File: src/rtl/stack_sequencer_pkg.sv
`default_nettype none
// ============================================================================
//  Module      : stack_seq_pkg
//  Description : Shared opcodes, SP strobe patterns and sequencer state
//                encoding for the stack sequencer.
//  Revision    : 1.0 - initial release
// ============================================================================
package stack_seq_pkg;

    // Opcodes presented by the control unit (110/111 behave as NOP)
    localparam logic [2:0] OP_NOP   = 3'b000;
    localparam logic [2:0] OP_PUSH  = 3'b001;
    localparam logic [2:0] OP_POP   = 3'b010;
    localparam logic [2:0] OP_DROP  = 3'b011;
    localparam logic [2:0] OP_PEEK  = 3'b100;
    localparam logic [2:0] OP_CLEAR = 3'b101;

    // Stack pointer control, ordered [select, inc, dec]
    localparam logic [2:0] SP_NONE = 3'b000;
    localparam logic [2:0] SP_SEL  = 3'b100;
    localparam logic [2:0] SP_INC  = 3'b010;
    localparam logic [2:0] SP_DEC  = 3'b001;

    typedef enum logic [3:0] {
        S_IDLE     = 4'd0,
        S_PUSH_INC = 4'd1,
        S_PUSH_WR  = 4'd2,
        S_POP_RD   = 4'd3,
        S_POP_DEC  = 4'd4,
        S_DROP_DEC = 4'd5,
        S_PEEK_RD  = 4'd6,
        S_CLR      = 4'd7,
        S_FIN_NOP  = 4'd8,
        S_FIN_ERR  = 4'd9
    } state_t;

endpackage
`default_nettype wire

File: src/rtl/stack_sequencer_if.sv
`default_nettype none
// ============================================================================
//  Module      : stack_sequencer_if
//  Description : Op request handshake plus the stack/SP/R/T strobe bundle
//                driven by the stack sequencer.
//  Revision    : 1.0 - initial release
// ============================================================================
interface stack_sequencer_if #(
    parameter int DEPTH_W = 9
);
    logic               i_op_valid;
    logic [2:0]         i_op;
    logic               o_op_ready;
    logic               o_done;
    logic               o_err;
    logic               o_stkWCtrl;
    logic               o_stkSCtrl;
    logic [2:0]         o_spCtrl;
    logic               o_RSCtrl;
    logic               o_TWCtrl;
    logic               o_TIn;
    logic               o_baseS;
    logic [15:0]        o_base;
    logic [DEPTH_W-1:0] o_depth;
    logic               o_overflow;
    logic               o_underflow;

    // Requester side (control unit)
    modport master (
        output i_op_valid, i_op,
        input  o_op_ready, o_done, o_err, o_stkWCtrl, o_stkSCtrl, o_spCtrl,
               o_RSCtrl, o_TWCtrl, o_TIn, o_baseS, o_base, o_depth,
               o_overflow, o_underflow
    );

    // Sequencer side
    modport slave (
        input  i_op_valid, i_op,
        output o_op_ready, o_done, o_err, o_stkWCtrl, o_stkSCtrl, o_spCtrl,
               o_RSCtrl, o_TWCtrl, o_TIn, o_baseS, o_base, o_depth,
               o_overflow, o_underflow
    );
endinterface
`default_nettype wire

File: src/rtl/stack_sequencer_depth_counter.sv
`default_nettype none
// ============================================================================
//  Module      : depth_counter
//  Description : Saturating up/down entry counter with clear; increments are
//                blocked when full and decrements when empty.
//  Revision    : 1.0 - initial release
// ============================================================================
module depth_counter #(
    parameter int DEPTH   = 256,
    parameter int DEPTH_W = 9
) (
    input  wire logic               i_clock,
    input  wire logic               i_reset_n,
    input  wire logic               i_clr,
    input  wire logic               i_inc,
    input  wire logic               i_dec,
    output logic [DEPTH_W-1:0]      o_count,
    output logic                    o_full,
    output logic                    o_empty
);
    localparam logic [DEPTH_W-1:0] c_FULL_COUNT = DEPTH_W'(DEPTH);

    logic [DEPTH_W-1:0] r_count;

    // Entry count: clear wins, then gated increment/decrement
    always_ff @(posedge i_clock or negedge i_reset_n) begin
        if (!i_reset_n) begin
            r_count <= '0;
        end else if (i_clr) begin
            r_count <= '0;
        end else if (i_inc && !o_full) begin
            r_count <= r_count + 1'b1;
        end else if (i_dec && !o_empty) begin
            r_count <= r_count - 1'b1;
        end
    end

    assign o_count = r_count;
    assign o_full  = (r_count == c_FULL_COUNT);
    assign o_empty = (r_count == '0);

endmodule
`default_nettype wire

File: src/rtl/stack_sequencer.sv
`default_nettype none
// ============================================================================
//  Module      : stack_sequencer
//  Description : Multi-cycle controller sequencing memory stack, SP, R/T
//                hand-off and BUS drive for stack ops; tracks depth and
//                sticky overflow/underflow.
//  Revision    : 1.0 - initial release
// ============================================================================
module stack_sequencer
    import stack_seq_pkg::*;
#(
    parameter int          DEPTH      = 256,
    parameter int          DEPTH_W    = 9,
    parameter logic [15:0] STACK_BASE = 16'h0000
) (
    input  wire logic        i_clock,
    input  wire logic        i_reset_n,
    stack_sequencer_if.slave bus
);
    state_t             r_state;
    state_t             w_nextState;
    logic               r_errIsOvf;
    logic               r_overflow;
    logic               r_underflow;
    logic               w_full;
    logic               w_empty;
    logic [DEPTH_W-1:0] w_depth;
    logic               w_accept;

    assign w_accept = bus.i_op_valid && (r_state == S_IDLE);

    // Entry count; only the update phases touch it
    depth_counter #(
        .DEPTH   (DEPTH),
        .DEPTH_W (DEPTH_W)
    ) u_depth (
        .i_clock   (i_clock),
        .i_reset_n (i_reset_n),
        .i_clr     (r_state == S_CLR),
        .i_inc     (r_state == S_PUSH_WR),
        .i_dec     ((r_state == S_POP_DEC) || (r_state == S_DROP_DEC)),
        .o_count   (w_depth),
        .o_full    (w_full),
        .o_empty   (w_empty)
    );

    // State register
    always_ff @(posedge i_clock or negedge i_reset_n) begin
        if (!i_reset_n) begin
            r_state <= S_IDLE;
        end else begin
            r_state <= w_nextState;
        end
    end

    // Remember which flag a rejected op must set once it reaches FIN_ERR
    always_ff @(posedge i_clock or negedge i_reset_n) begin
        if (!i_reset_n) begin
            r_errIsOvf <= 1'b0;
        end else if (w_accept) begin
            r_errIsOvf <= (bus.i_op == OP_PUSH);
        end
    end

    // Sticky error flags: set by a rejected op, cleared only by CLEAR
    always_ff @(posedge i_clock or negedge i_reset_n) begin
        if (!i_reset_n) begin
            r_overflow  <= 1'b0;
            r_underflow <= 1'b0;
        end else if (r_state == S_CLR) begin
            r_overflow  <= 1'b0;
            r_underflow <= 1'b0;
        end else if (r_state == S_FIN_ERR) begin
            if (r_errIsOvf) begin
                r_overflow <= 1'b1;
            end else begin
                r_underflow <= 1'b1;
            end
        end
    end

    // Next-state selection and state-decoded strobes
    always_comb begin
        w_nextState     = r_state;
        bus.o_op_ready  = 1'b0;
        bus.o_done      = 1'b0;
        bus.o_err       = 1'b0;
        bus.o_stkWCtrl  = 1'b0;
        bus.o_stkSCtrl  = 1'b0;
        bus.o_spCtrl    = SP_NONE;
        bus.o_RSCtrl    = 1'b0;
        bus.o_TWCtrl    = 1'b0;
        bus.o_TIn       = 1'b0;
        bus.o_baseS     = 1'b0;
        case (r_state)
            S_IDLE: begin
                bus.o_op_ready = 1'b1;
                if (bus.i_op_valid) begin
                    case (bus.i_op)
                        OP_PUSH:  w_nextState = w_full  ? S_FIN_ERR : S_PUSH_INC;
                        OP_POP:   w_nextState = w_empty ? S_FIN_ERR : S_POP_RD;
                        OP_DROP:  w_nextState = w_empty ? S_FIN_ERR : S_DROP_DEC;
                        OP_PEEK:  w_nextState = w_empty ? S_FIN_ERR : S_PEEK_RD;
                        OP_CLEAR: w_nextState = S_CLR;
                        default:  w_nextState = S_FIN_NOP;
                    endcase
                end
            end
            S_PUSH_INC: begin
                bus.o_spCtrl = SP_INC;
                w_nextState  = S_PUSH_WR;
            end
            S_PUSH_WR: begin
                bus.o_RSCtrl   = 1'b1;
                bus.o_stkWCtrl = 1'b1;
                bus.o_done     = 1'b1;
                w_nextState    = S_IDLE;
            end
            S_POP_RD: begin
                bus.o_stkSCtrl = 1'b1;
                bus.o_TIn      = 1'b1;
                bus.o_TWCtrl   = 1'b1;
                w_nextState    = S_POP_DEC;
            end
            S_POP_DEC, S_DROP_DEC: begin
                bus.o_spCtrl = SP_DEC;
                bus.o_done   = 1'b1;
                w_nextState  = S_IDLE;
            end
            S_PEEK_RD: begin
                bus.o_stkSCtrl = 1'b1;
                bus.o_TIn      = 1'b1;
                bus.o_TWCtrl   = 1'b1;
                bus.o_done     = 1'b1;
                w_nextState    = S_IDLE;
            end
            S_CLR: begin
                bus.o_baseS  = 1'b1;
                bus.o_spCtrl = SP_SEL;
                bus.o_done   = 1'b1;
                w_nextState  = S_IDLE;
            end
            S_FIN_NOP: begin
                bus.o_done  = 1'b1;
                w_nextState = S_IDLE;
            end
            S_FIN_ERR: begin
                bus.o_done  = 1'b1;
                bus.o_err   = 1'b1;
                w_nextState = S_IDLE;
            end
            default: w_nextState = S_IDLE;
        endcase
    end

    assign bus.o_base      = STACK_BASE;
    assign bus.o_depth     = w_depth;
    assign bus.o_overflow  = r_overflow;
    assign bus.o_underflow = r_underflow;

endmodule
`default_nettype wire

File: src/flat_wrapper.sv
// flat-port wrapper written by rule: the top's interface ports become plain ports
module stack_sequencer_flat import stack_seq_pkg::*;
#(
    parameter int          DEPTH      = 256,
    parameter int          DEPTH_W    = 9,
    parameter logic [15:0] STACK_BASE = 16'h0000
)
  (i_clock, i_reset_n, bus_i_op_valid, bus_i_op, bus_o_op_ready, bus_o_done, bus_o_err, bus_o_stkWCtrl, bus_o_stkSCtrl, bus_o_spCtrl, bus_o_RSCtrl, bus_o_TWCtrl, bus_o_TIn, bus_o_baseS, bus_o_base, bus_o_depth, bus_o_overflow, bus_o_underflow);
  stack_sequencer_if #(.DEPTH_W(DEPTH_W)) bus_i ();
  input  wire logic i_clock;
  input  wire logic i_reset_n;
  input wire logic [$bits(bus_i.i_op_valid)-1:0] bus_i_op_valid;
  input wire logic [$bits(bus_i.i_op)-1:0] bus_i_op;
  output wire logic [$bits(bus_i.o_op_ready)-1:0] bus_o_op_ready;
  output wire logic [$bits(bus_i.o_done)-1:0] bus_o_done;
  output wire logic [$bits(bus_i.o_err)-1:0] bus_o_err;
  output wire logic [$bits(bus_i.o_stkWCtrl)-1:0] bus_o_stkWCtrl;
  output wire logic [$bits(bus_i.o_stkSCtrl)-1:0] bus_o_stkSCtrl;
  output wire logic [$bits(bus_i.o_spCtrl)-1:0] bus_o_spCtrl;
  output wire logic [$bits(bus_i.o_RSCtrl)-1:0] bus_o_RSCtrl;
  output wire logic [$bits(bus_i.o_TWCtrl)-1:0] bus_o_TWCtrl;
  output wire logic [$bits(bus_i.o_TIn)-1:0] bus_o_TIn;
  output wire logic [$bits(bus_i.o_baseS)-1:0] bus_o_baseS;
  output wire logic [$bits(bus_i.o_base)-1:0] bus_o_base;
  output wire logic [$bits(bus_i.o_depth)-1:0] bus_o_depth;
  output wire logic [$bits(bus_i.o_overflow)-1:0] bus_o_overflow;
  output wire logic [$bits(bus_i.o_underflow)-1:0] bus_o_underflow;
  assign bus_i.i_op_valid = bus_i_op_valid;
  assign bus_i.i_op = bus_i_op;
  assign bus_o_op_ready = bus_i.o_op_ready;
  assign bus_o_done = bus_i.o_done;
  assign bus_o_err = bus_i.o_err;
  assign bus_o_stkWCtrl = bus_i.o_stkWCtrl;
  assign bus_o_stkSCtrl = bus_i.o_stkSCtrl;
  assign bus_o_spCtrl = bus_i.o_spCtrl;
  assign bus_o_RSCtrl = bus_i.o_RSCtrl;
  assign bus_o_TWCtrl = bus_i.o_TWCtrl;
  assign bus_o_TIn = bus_i.o_TIn;
  assign bus_o_baseS = bus_i.o_baseS;
  assign bus_o_base = bus_i.o_base;
  assign bus_o_depth = bus_i.o_depth;
  assign bus_o_overflow = bus_i.o_overflow;
  assign bus_o_underflow = bus_i.o_underflow;
  stack_sequencer #(.DEPTH(DEPTH), .DEPTH_W(DEPTH_W), .STACK_BASE(STACK_BASE)) u_core (.i_clock(i_clock), .i_reset_n(i_reset_n), .bus(bus_i));
endmodule
File: config.mk
export PLATFORM = sky130hd
export DESIGN_NAME = stack_sequencer_flat
export DESIGN_NICKNAME = d
export VERILOG_FILES = /design/src/rtl/stack_sequencer_pkg.sv /design/src/rtl/stack_sequencer_if.sv /design/src/rtl/stack_sequencer_depth_counter.sv /design/src/rtl/stack_sequencer.sv /design/src/flat_wrapper.sv
export SDC_FILE = /design/constraint.sdc
export NUM_CORES = 1
export LEC_CHECK = 0
export CORE_MARGIN = 3
export CORE_UTILIZATION = 30
export DETAILED_ROUTE_END_ITERATION = 7
export DONT_BUFFER_PORTS = 1
export PLACE_DENSITY = 0.49
export SYNTH_ARGS = -nofsm -noshare
export SYNTH_HDL_FRONTEND = slang
export SYNTH_SLANG_ARGS = --single-unit
File: constraint.sdc
create_clock -name i_clock -period 6.5 [get_ports i_clock]
set_input_delay 0.65 -clock i_clock [delete_from_list [all_inputs] [get_ports i_clock]]
set_output_delay 0.65 -clock i_clock [all_outputs]
set_load 0.05 [all_outputs]
Yosys cells after proc, flatten, opt, wreduce, memory -nomap -nowiden
Index checks and enable logic that the tools add are counted.
{"block": "totals", "register_bits": 16, "latchBits": 0, "mem_bits_rw": 0, "mem_bits_ro": 0, "input_bits": 6, "out_inout_bits": 39, "word_cells": 63, "mem_count": 0}
{"block": "classes", "n_addsub": 2, "mul": 0, "div": 0, "order_cmp": 0, "n_eq_ne": 17, "n_shift": 0, "n_mux": 23, "bitwise_logic": 0, "reduce_logical": 16}
{"op": "two-way mux 9 bit", "count": 3}
{"op": "two-way mux 4 bit", "count": 5}
{"op": "case mux 4 bit (5 select lines)", "count": 1}
{"op": "== test 4 x 3 -> 1 bit (second input constant)", "count": 4}
{"op": "two-way mux 1 bit", "count": 12}
{"op": "case mux 4 bit (3 select lines)", "count": 1}
{"op": "adder 9 x 1 -> 9 bit (second input constant)", "count": 1}
{"op": "== test 9 bit (second input constant)", "count": 1}
{"op": "zero test 9 bit", "count": 1}
{"op": "case mux 3 bit (3 select lines)", "count": 1}
{"op": "subtractor 9 x 1 -> 9 bit (second input constant)", "count": 1}
{"op": "== test 4 x 2 -> 1 bit (second input constant)", "count": 2}
{"op": "== test 4 bit (second input constant)", "count": 2}
{"op": "OR reduction 7 bit", "count": 1}
{"op": "== test 3 x 2 -> 1 bit (second input constant)", "count": 2}
{"op": "== test 3 bit (second input constant)", "count": 2}
{"op": "== test 4 x 1 -> 1 bit (second input constant)", "count": 1}
{"op": "zero test 4 bit", "count": 1}
{"op": "inequality test 2 bit (second input constant)", "count": 2}
{"op": "AND reduction 2 bit", "count": 2}
{"op": "nonzero test 2 bit", "count": 2}
{"op": "OR reduction 2 bit", "count": 2}
{"op": "== test 3 x 1 -> 1 bit (second input constant)", "count": 1}
{"op": "logical AND 1 bit", "count": 3}
{"op": "3 further kinds", "count": 4}

Depth between registers and ports, before layout
{"block": "depth", "depth_word": 6, "mapped_depth": 13, "ltp_nobuf": 12}

Cells and area by module
From an unflattened synthesis, not the netlist that was laid out.
{"block": "unflattened", "hier_cells": 171, "area_unflattened_um2": 1465.2}
{"module": "depth_counter", "n_inst": 1, "cells_each": 89, "area_each_um2": 798.3, "seq_area_each_um2": 225.2}
{"module": "stack_sequencer", "n_inst": 1, "cells_each": 82, "area_each_um2": 666.9, "seq_area_each_um2": 175.2}

Worst setup path after synthesis
Ideal clock, no wire load.
{"block": "synth_path", "kind": "register to register", "startpoint": "reg u_core.r_state[1]", "endpoint": "reg u_core.u_depth.r_count[8], in the netlist u_core.u_depth.o_count[8]", "setup_ns": 0.169, "t_arrival_ns": 3.286, "required_ns": 6.331, "path_slack_ns": 3.045, "stages_incl_launch_ff": 13, "n_path_buf": 1, "synth_period_minus_slack_ns": 3.455, "path_cell_list": "dfrtp_1 buf_6 inv_1 or4_1 inv_1 o21ai_0 ha_1 a21oi_1 nand2_1 o221ai_1 o21ai_0 a211oi_1 a211oi_1"}
{"block": "synth_via", "elab_chain_len": 4, "elab_cells_between_ends": 10, "classes_between": "eq/ne (4); mux (2); reduce/logical (4)"}
{"element": "from (decl)", "line": "stack_sequencer.sv:20", "rtl": "state_t r_state;"}
{"element": "from (signal assigned)", "line": "stack_sequencer.sv:52", "rtl": "r_state <= w_nextState;"}
{"element": "== test 4 x 2 -> 1 bit or == test 4 x 3 -> 1 bit (tied branches)", "line": "stack_sequencer.sv:40, stack_sequencer.sv:41"}
{"element": "logical AND 1 bit or logical OR 1 bit (tied branches)", "line": "stack_sequencer_depth_counter.sv:31, stack_sequencer.sv:41"}
{"element": "two-way mux 9 bit or logical AND 1 bit (tied branches)", "line": "stack_sequencer_depth_counter.sv:31, stack_sequencer_depth_counter.sv:33"}
{"element": "two-way mux 9 bit or nonzero test 3 bit (tied branches)"}
{"element": "to (signal assigned)", "line": "stack_sequencer_depth_counter.sv:32", "rtl": "r_count <= r_count + 1'b1;"}
{"element": "to (signal assigned)", "line": "stack_sequencer_depth_counter.sv:34", "rtl": "r_count <= r_count - 1'b1;"}
{"element": "to (decl)", "line": "stack_sequencer_depth_counter.sv:23", "rtl": "logic [DEPTH_W-1:0] r_count;"}
Several ways; a longest one is shown, not always the timed one.
A chain may end at the register's enable or synchronous reset.

Worst setup path after layout
Same ends and word-level chain as after synthesis.

==> key figures <==
Status
  • Status: finished, final reports clean

Routing
  • Drt first pass iters: 4
  • Final ANT Viol Nets: 0
  • Vias/cell: 4.96
  • 1st-iter DRT viols: 89
  • Remaining DRCs: 0
  • Routed WL: 3200 microns
  • Post-DR wirelength/cell: 14.2 microns
  • Via count: 1117

STA
  • Layout Skew: 0.00235 ns
  • Final period util: 0.698
  • Final Max Slew Viols: 0
  • Min Tclk post-route: 4.54 ns
  • F_max: 0.220 GHz
  • Max-slew headroom: 0.242
  • Final TNS setup: 0 ns
  • Endpoints failing hold: 0
  • Worst slew pin tran: 1.13 ns
  • # setup viols final: 0
  • RSZ-0062 raised after global routing: no

Worst setup path
  • FF-to-FF End: u_core.u_depth.o_count[8]$_DFFE_PN0P_
  • Cell depth of the worst flop-to-flop path: 11
  • Critical-path maximum fanout: 9
  • R2R Path Start: u_core.r_state[1]$_DFFE_PN0P_
  • Signal arrival time at the worst endpoint: 4.69 ns
  • Setup Crit Path Kind: register to register
  • WP data required: 6.65 ns
  • R2r setup slk: 1.96 ns
  • Crit end category: register
  • Startpoint types: register

Yosys
  • Synth unique cells: 40
  • Cells after Synth: 175
  • Sequential share of the synthesized area: 0.288
  • Yosys Warn Count: 0
  • Synthesis-stage register bit count: 16
  • Mapped cell area: 0.00139 sq mm
  • Dominant cell type by area after synthesis: dfrtp_1
  • Syn_area_per_cell: 7.94 sq um
  • Synth top area cells: dfrtp_1, buf_4, ha_1, a21oi_1, nor2_1
  • Yosys top cell area share: 0.288

Cells and area
  • Commonest non-fill, non-tap cell in the layout: nor2_1
  • Fin nets: 191
  • Non-filler cells, final: 225
  • # diodes: 0
  • Area growth from synthesis to layout: 3.42%
  • Share of cells above drive strength 1: 0.0867
  • Commonest non-fill, non-tap cells in the layout: nor2_1, a21oi_1, conb_1, dfrtp_1, nand2_1

CTS
  • Root Buffer: clkbuf_8
  • Clock latency on the worst-skew pair: 0.25 ns
  • CTS sink count: 16
  • Post-CTS sizing: 0
  • Hold_buf cts: 0
  • H-Tree Depth: 1
  • CTS buffer count: 3
  • CTS max path bufs: 2
  • Clock transition at path regs: 0.07 ns
  • Setup bufs post-CTS: 0
  • CTS tree: done

Global route
  • Largest net degree at the start of global routing: 18
  • Global route overflow: 0
  • First-pass GRT wire length: 5260 microns
  • Initial antenna violation count: 0
  • Vias in the first global route: 1101
  • Total GRT Usage: 0.121

Placed design
  • IO Port Bufs: 0
  • GP Congestion: 0.823
  • Inst Count DP: 222
  • DP HPWL: 2470 microns

Power and ir drop
  • PD cells: 526 mW/mm^2
  • Leak: 0.629 nW
  • Maximum vdd drop: 0.165 mV

Die
  • # IOs: 45
  • Core outline area: 0.00441 sq mm
  • Die area: 0.00549 sq mm
  • Die Ht: 74.1 microns
  • Initial Util: 0.315
  • # rows: 24
  • Overall die width: 74.1 microns

Worst hold path
  • Min-Delay Path Class: primary input to asynchronous set/reset pin

Run
  • # Max-Cap Violations: 0
-- cell families (layout without fill, tap and decap cells) --
kind of cell,Yosys count,count (layout),share of synthesized area
buffers and inverters,33,16,0.147
XOR/XNOR,6,6,0.0378
flip-flops,16,16,0.288
other,1,16,0.00270
AO/OA/AOI/OAI,43,43,0.183
AND/OR/NAND/NOR,65,65,0.239
multiplexers,1,1,0.00720
adder cells (fa/ha/maj),10,10,0.0954
-- power breakdown --
group / internal [mW] / total, mW / switching [mW] / leakage, nW
clock network: 0.0411 / 0.0757 / 0.0346 / 0.0216
logic: 0.145 / 0.382 / 0.238 / 0.403
registers: 0.133 / 0.298 / 0.165 / 0.204
-- worst max-delay path: stages, from the launching register on --
cell      delay [ns]
dfrtp_1         0.55
inv_1           0.18
or4_1           0.60
inv_1           0.68
o21ai_0         0.68
ha_1            0.59
o21ai_0         0.12
a21oi_1         0.25
o221ai_1        0.24
o21ai_0         0.21
a211oi_1        0.07
a211oi_1        0.27
-- worst max path at each step --
stage | startpoint | to | slack [ns]
4_1_cts | u_core.r_state[1]$_DFFE_PN0P_ | u_core.u_depth.o_count[8]$_DFFE_PN0P_ | 1.97
3_3_place_gp | u_core.r_state[1]$_DFFE_PN0P_ | u_core.u_depth.o_count[8]$_DFFE_PN0P_ | 2.22
3_5_place_dp | u_core.r_state[1]$_DFFE_PN0P_ | u_core.u_depth.o_count[8]$_DFFE_PN0P_ | 1.99
6_report | u_core.r_state[1]$_DFFE_PN0P_ | u_core.u_depth.o_count[8]$_DFFE_PN0P_ | 1.96
5_1_grt | u_core.r_state[1]$_DFFE_PN0P_ | u_core.u_depth.o_count[8]$_DFFE_PN0P_ | 1.56
2_1_floorplan | u_core.r_state[1]$_DFFE_PN0P_ | u_core.u_depth.o_count[8]$_DFFE_PN0P_ | 3.05
-- cells in the mapped netlist (all sizes together) --
library cell / n
nor2: 24
a21oi: 21
buf: 21
dfrtp: 16
nand2: 13
o21ai: 10
ha: 9
inv: 9
nor3: 5
nor4: 5
xnor2: 4
a211oi: 3
clkbuf: 3
nand2b: 3
nand3: 3
nand3b: 2
o21a: 2
or3: 2
or3b: 2
or4: 2
xor2: 2
a2111oi: 1
a21o: 1
a311oi: 1
a31oi: 1
and2: 1
conb: 1
fa: 1
mux2i: 1
nor2b: 1
nor3b: 1
o211ai: 1
o21bai: 1
o221ai: 1
or2: 1
-- per-stage QoR --
step                cell area, sq um  utilization  setup slack [ns]  hold WS (ns)  power (mW)
floorplan                       1450            -              3.05         0.354       0.622
global placement                1400        0.316              2.22         0.355       0.676
detailed placement              1400        0.316              1.99         0.355       0.685
CTS                             1440        0.326              1.97        0.0829       0.765
global route                    1440        0.326              1.56        0.0756       0.825
finish                          1440        0.326              1.96        0.0910       0.756
-- final cells by class --
cell class	instances	area (sq um)
clock buffer	3	41.3
fill	479	2980
inverter	9	33.8
multi-input combinational	141	863
sequential	16	400
tap	52	65.1
timing repair buffer	4	33.8
-- metal layers --
metal | track usage | vias up | wire length, microns
met5 | 0 | - | 0
met3 | 0.0378 | 0 | 240
met1 | 0.165 | 520 | 1500
met2 | 0.187 | 28 | 1460
met4 | 0.0241 | 0 | 0
li1 | - | 569 | -
-- registers in the layout (all words and copies together) (netlist names) --
register / cells
u_core.bus.o_underflow: 1
u_core.u_depth.o_count: 9
u_core.bus.o_overflow: 1
u_core.r_errIsOvf: 1
u_core.r_state: 4
No activity file was read; power rests on OpenSTA's default activity.
